**src/rtl/arb_pkg.sv**
```systemverilog
// rtl/arb_pkg.sv - shared state encoding and sizing helpers for the round-robin grant controller
package arb_pkg;

    typedef enum logic {
        IDLE  = 1'b0,
        OWNED = 1'b1
    } arb_state_t;

    // Index width needed to address n requesters; never narrower than one bit.
    function automatic int idx_width_of(input int n);
        return (n <= 2) ? 1 : $clog2(n);
    endfunction

    localparam int DEF_NUM_REQ   = 4;
    localparam int DEF_IDX_WIDTH = idx_width_of(DEF_NUM_REQ);

endpackage

```
**src/rtl/onehot_dec.sv**
```systemverilog
// rtl/onehot_dec.sv - binary-to-one-hot decoder with enable
module onehot_dec #(
    parameter int IN_W  = 2,
    parameter int OUT_W = 4
) (
    input  logic             en,
    input  logic [IN_W-1:0]  in,
    output logic [OUT_W-1:0] out
);

    // Exactly one output bit per input code; all zero when disabled.
    always_comb begin
        out = '0;
        for (int i = 0; i < OUT_W; i++) begin
            out[i] = en && (int'(in) == i);
        end
    end

endmodule

```
**src/rtl/rr_pick.sv**
```systemverilog
// rtl/rr_pick.sv - combinational rotating-priority picker (double-width mask-and-scan)
module rr_pick #(
    parameter int NUM_REQ   = 4,
    parameter int IDX_WIDTH = 2
) (
    input  logic [NUM_REQ-1:0]   req,
    input  logic [IDX_WIDTH-1:0] ptr,
    output logic                 found,
    output logic [IDX_WIDTH-1:0] idx
);

    logic [NUM_REQ-1:0]   masked;
    logic [2*NUM_REQ-1:0] dbl;

    // Lower half holds requests at or above ptr, upper half the full vector for the wrap;
    // the lowest set bit of the concatenation is the round-robin winner.
    always_comb begin
        masked = '0;
        for (int i = 0; i < NUM_REQ; i++) begin
            masked[i] = req[i] && (i >= int'(ptr));
        end
        dbl   = {req, masked};
        found = 1'b0;
        idx   = '0;
        for (int i = 2*NUM_REQ-1; i >= 0; i--) begin
            if (dbl[i]) begin
                found = 1'b1;
                idx   = (i >= NUM_REQ) ? IDX_WIDTH'(i - NUM_REQ) : IDX_WIDTH'(i);
            end
        end
    end

endmodule

```
**src/rtl/rr_grant_ctrl.sv**
```systemverilog
// rtl/rr_grant_ctrl.sv - round-robin arbiter holding one grant until done, abandon or hold timeout
module rr_grant_ctrl
    import arb_pkg::*;
#(
    parameter int NUM_REQ   = 4,
    parameter int IDX_WIDTH = 2,
    parameter int MAX_HOLD  = 15,
    parameter int CNT_WIDTH = 4
) (
    input  logic                 clk,
    input  logic                 rst,
    input  logic [NUM_REQ-1:0]   req,
    input  logic                 done,
    output logic [NUM_REQ-1:0]   gnt,
    output logic [IDX_WIDTH-1:0] gnt_idx,
    output logic                 gnt_valid,
    output logic                 timeout
);

    arb_state_t           state, state_n;
    logic [IDX_WIDTH-1:0] ptr, ptr_n;
    logic [IDX_WIDTH-1:0] idx, idx_n;
    logic [CNT_WIDTH-1:0] cnt, cnt_n;
    logic                 timeout_q, timeout_n;

    logic [IDX_WIDTH-1:0] ptr_inc;
    logic [IDX_WIDTH-1:0] pick_ptr;
    logic                 pick_found;
    logic [IDX_WIDTH-1:0] pick_idx;
    logic                 owner_req;
    logic                 hold_hit;
    logic                 release_now;

    // Pointer one past the current owner, wrapping at NUM_REQ-1 so non-power-of-2 counts work.
    always_comb begin
        ptr_inc = (idx == IDX_WIDTH'(NUM_REQ - 1)) ? '0 : idx + 1'b1;
    end

    // Release conditions; in a release cycle the re-pick already scans from the updated pointer
    // so the outgoing owner is last in line.
    always_comb begin
        owner_req   = req[idx];
        hold_hit    = (MAX_HOLD != 0) && (cnt == CNT_WIDTH'(MAX_HOLD));
        release_now = (state == OWNED) && (done || !owner_req || hold_hit);
        pick_ptr    = (state == OWNED) ? ptr_inc : ptr;
    end

    rr_pick #(
        .NUM_REQ   (NUM_REQ),
        .IDX_WIDTH (IDX_WIDTH)
    ) u_pick (
        .req   (req),
        .ptr   (pick_ptr),
        .found (pick_found),
        .idx   (pick_idx)
    );

    // Next-state and next-grant decision.
    always_comb begin
        state_n   = state;
        ptr_n     = ptr;
        idx_n     = idx;
        cnt_n     = cnt;
        timeout_n = 1'b0;
        case (state)
            IDLE: begin
                if (pick_found) begin
                    state_n = OWNED;
                    idx_n   = pick_idx;
                    cnt_n   = '0;
                end
            end
            OWNED: begin
                if (release_now) begin
                    ptr_n     = ptr_inc;
                    // A completing or departing owner is never reported as forced out.
                    timeout_n = hold_hit && !done && owner_req;
                    cnt_n     = '0;
                    if (pick_found) begin
                        idx_n = pick_idx;
                    end else begin
                        state_n = IDLE;
                        idx_n   = '0;
                    end
                end else begin
                    cnt_n = cnt + 1'b1;
                end
            end
            default: begin
                state_n = IDLE;
                idx_n   = '0;
                cnt_n   = '0;
            end
        endcase
    end

    // State register with synchronous reset.
    always_ff @(posedge clk) begin
        if (rst) begin
            state     <= IDLE;
            ptr       <= '0;
            idx       <= '0;
            cnt       <= '0;
            timeout_q <= 1'b0;
        end else begin
            state     <= state_n;
            ptr       <= ptr_n;
            idx       <= idx_n;
            cnt       <= cnt_n;
            timeout_q <= timeout_n;
        end
    end

    assign gnt_valid = (state == OWNED);
    assign gnt_idx   = idx;
    assign timeout   = timeout_q;

    onehot_dec #(
        .IN_W  (IDX_WIDTH),
        .OUT_W (NUM_REQ)
    ) u_dec (
        .en  (gnt_valid),
        .in  (idx),
        .out (gnt)
    );

endmodule

```
**config.mk**
```make
export PLATFORM = sky130hd
export DESIGN_NAME = rr_grant_ctrl
export DESIGN_NICKNAME = d
export VERILOG_FILES = /design/src/rtl/arb_pkg.sv /design/src/rtl/onehot_dec.sv /design/src/rtl/rr_pick.sv /design/src/rtl/rr_grant_ctrl.sv
export SDC_FILE = /design/constraint.sdc
export NUM_CORES = 1
export LEC_CHECK = 0
export ABC_AREA = 1
export ABC_CLOCK_PERIOD_IN_PS = 2700
export CORE_MARGIN = 8
export CORE_UTILIZATION = 45
export DETAILED_ROUTE_END_ITERATION = 8
export PLACE_DENSITY = 0.8
export RECOVER_POWER = 50
export SYNTH_ARGS = -nofsm -noshare
export SYNTH_HDL_FRONTEND = slang
export SYNTH_HIERARCHICAL = 1
export SYNTH_SLANG_ARGS = --single-unit
```
**constraint.sdc**
```tcl
create_clock -name clk -period 2.7 [get_ports clk]
set_clock_uncertainty 0.2 [all_clocks]
set_input_delay 0.54 -clock clk [delete_from_list [all_inputs] [get_ports clk]]
set_output_delay 0.54 -clock clk [all_outputs]
set_load 0.05 [all_outputs]
```
==> impl_metrics.env <==
export IMPL_ys_async_sr_fraction_pct=0
export IMPL_clockBufferDepth=2
export IMPL_post_route_drc_count=0
export IMPL_power_leakage_nw=0.4067
export IMPL_nFillCells=130
export IMPL_port_buffers=14
export IMPL_initial_core_util_pct=49.06
export IMPL_final_cells=135
export IMPL_synth_area_leader_cell="dfxtp_1"
export IMPL_num_antenna_cells=0
export IMPL_synth_cell_types=19
export IMPL_finalHoldViolations=0
export IMPL_hold_buffers=0
export IMPL_maxCapViolCount=0
export IMPL_relSlewSlack_pct=66.36
export IMPL_die_w_um=54.14
export IMPL_worstPathRequired_ns=1.96
export IMPL_slew_violations=0
export IMPL_ios=15
export IMPL_nets=130
export IMPL_rows=13
export IMPL_rsz0062_at_grt="no"
export IMPL_synthCells=101
export IMPL_cts_sinks=10
export IMPL_track_usage_pct=12.18
export IMPL_synth_top_area_share_pct=30.59
export IMPL_cp_end_kind="output pin"
export IMPL_place_gp_congestion=0.7862
export IMPL_crit_slowest_cell="clkdlybuf4s50_1"
export IMPL_crit_type="reg -> out"
export IMPL_synth_avg_cell_area_um2=6.479
export IMPL_synth_area_leaders="dfxtp_1 (31%), nand2_1 (15%), inv_1 (8.6%), nor2_1 (7.5%), nand3_1 (6.1%)"
export IMPL_cp_depth=3
export IMPL_period_needed_ns=2.558
export IMPL_cts_htree_levels=1
export IMPL_place_hpwl_um=1196
export IMPL_dp_cells=131
export IMPL_status="finished clean"
export IMPL_grt_pass1_vias=656
export IMPL_core_area_um2=1334
export IMPL_clk_pin_slew_ns=0.07
export IMPL_max_freq_mhz=391.0
export IMPL_multiInputGateArea_um2=376.6
export IMPL_drive_above_1_share_pct=10.83
export IMPL_fin_tns_setup_ns=0
export IMPL_hold_path_class="reg -> reg"
export IMPL_critPathArrivalTime_ns=1.82
export IMPL_clkLatencyLatePin_ns=0.28
export IMPL_antenna_left=0
export IMPL_worstMarginPinSlew_ns=0.5030
export IMPL_grt_antenna_before_repair=0
export IMPL_grt_start_max_net_pins=11
export IMPL_crit_path_cell_trace="inv_1 -> nor2_1 -> clkdlybuf4s50_1"
export IMPL_post_cts_setup_buffers=0
export IMPL_whs_path_depth=2
export IMPL_cts_buffers_inserted=3
export IMPL_vias=678
export IMPL_drt_iter0_drc=13
export IMPL_setup_viol=0
export IMPL_grt_pass1_wl_um=2691
export IMPL_cts_tree="yes"
export IMPL_wl_um=1491
export IMPL_min_period_over_period_pct=94.73
export IMPL_seq_area_um2=200.2
export IMPL_cpLargestDelayFamily="buffers and inverters"
export IMPL_first_pass_iters=4
export IMPL_crit_path_start_kind="flop"
export IMPL_vias_per_cell=5.022
export IMPL_ir_drop_uv=376.2
export IMPL_syn_to_final_growth_pct=29.45
export IMPL_cts_root_buf="clkbuf_4"
export IMPL_syn_nets=110
export IMPL_synth_edf_count=0
export IMPL_max_stage_delay_ns=0.80
export IMPL_cp_num_buf_inv=2
export IMPL_die_y_um=54.14
export IMPL_synth_seq_cells=10
export IMPL_p_per_area_nw_per_um2=549.1
export IMPL_wl_per_cell_um=11.04
export IMPL_post_place_ws_ns=0.4459
export IMPL_syn_cell_area_um2=654.4
export IMPL_grt_overflow=0
export IMPL_ys_seq_area_share_pct=30.59
export IMPL_cp_max_fo=10
export IMPL_yosysMostFrequentCell="nand2_1"
export IMPL_synth_warnings=6
export IMPL_reg2regPathDepth=7
export IMPL_synth_ff_type="dfxtp_1"
export IMPL_synth_common_cells="nand2_1 (27), inv_1 (15), nor2_1 (13)"
export IMPL_die_area_um2=2931
export IMPL_post_cts_resized=0
export IMPL_worst_slack_ns=0.1424
## worst register-to-register path: stages, from the launching register on
cell and delay (ns):
dfxtp_1 0.53, ha_1 0.31, nand2_1 0.07, nand2_1 0.08, or2_4 0.26, a21oi_2 0.14, nand3_1 0.08, a21oi_1 0.13
## registers in the layout, indices dropped and copies added (netlist names)
register / cells
timeout: 1
gnt_valid: 1
ptr: 2
gnt_idx: 2
cnt: 4
## report_power, final
part           internal, W  switching, W
combinational    0.0000580     0.0000992
clock            0.0000821     0.0000549
sequential        0.000158     0.0000132
total             0.000298      0.000167
## area by class of cell
class	instances	area share (%)
multi-input cells	73	44.46
repair buffers	15	17.43
flip-flops and latches	10	23.63
clock buffers	4	4.284
inverters	18	7.976
well taps	15	2.216
## final timing paths
kind	slack, ns	start	to
worst max register to register	0.85	gnt_idx[0]	gnt_idx[0]
worst min register to register	0.28	ptr[0]	ptr[0]
worst max-delay path	0.14	gnt_idx[0]	gnt[1]
worst min-delay path	0.28	ptr[0]	ptr[0]
## logic make-up after synthesis
family | count (synthesis) | synth area share [%]
compound gates | 14 | 12.05
buf+inv | 18 | 10.32
fa+ha+maj | 2 | 3.823
xor+xnor | 1 | 1.339
simple gates | 56 | 41.88
flops | 10 | 30.59
## layout by cell type, fill, tap and decap left out
cell type        netlist  routed
inv_1                 15      16
a21oi_2                1       1
clkbuf_8               0       1
or2_4                  1       1
nor4_1                 1       1
nand2_1               27      29
a21oi_1                7       7
xor2_1                 1       1
inv_2                  3       2
dfxtp_1               10      10
o21ai_1                2       2
dlygate4sd3_1          0       1
clkdlybuf4s50_1        0      13
clkbuf_4               0       3
nand3_1                8       8
buf_4                  0       1
ha_1                   2       2
nand3_2                3       3
nor2_1                13      13
o21ai_0                2       2
nand4_4                1       1
o21a_1                 2       2
## metrics by stage
step	util, %	cell area, um2	hold slack, ns	total power, W
global placement	61.54	820.8	0.2683	0.0003343
CTS	64.26	857.1	0.2867	0.0004740
global route	63.51	847.1	0.3070	0.0004986
detailed placement	61.54	820.8	0.2738	0.0003378
finish	63.51	847.1	0.2798	0.0004652
floorplan	-	654.4	0.2536	0.0002888
## metal layers
layer / track usage, % / vias up / part of all wire (%)
met3: 5.785 / 2 / 9.8
li1: - / 357 / -
met1: 13.78 / 301 / 45
met4: 3.689 / 0 / 0.74
met5: 0 / - / 0
met2: 19.85 / 18 / 45
Power figures use the tool's default switching activity.
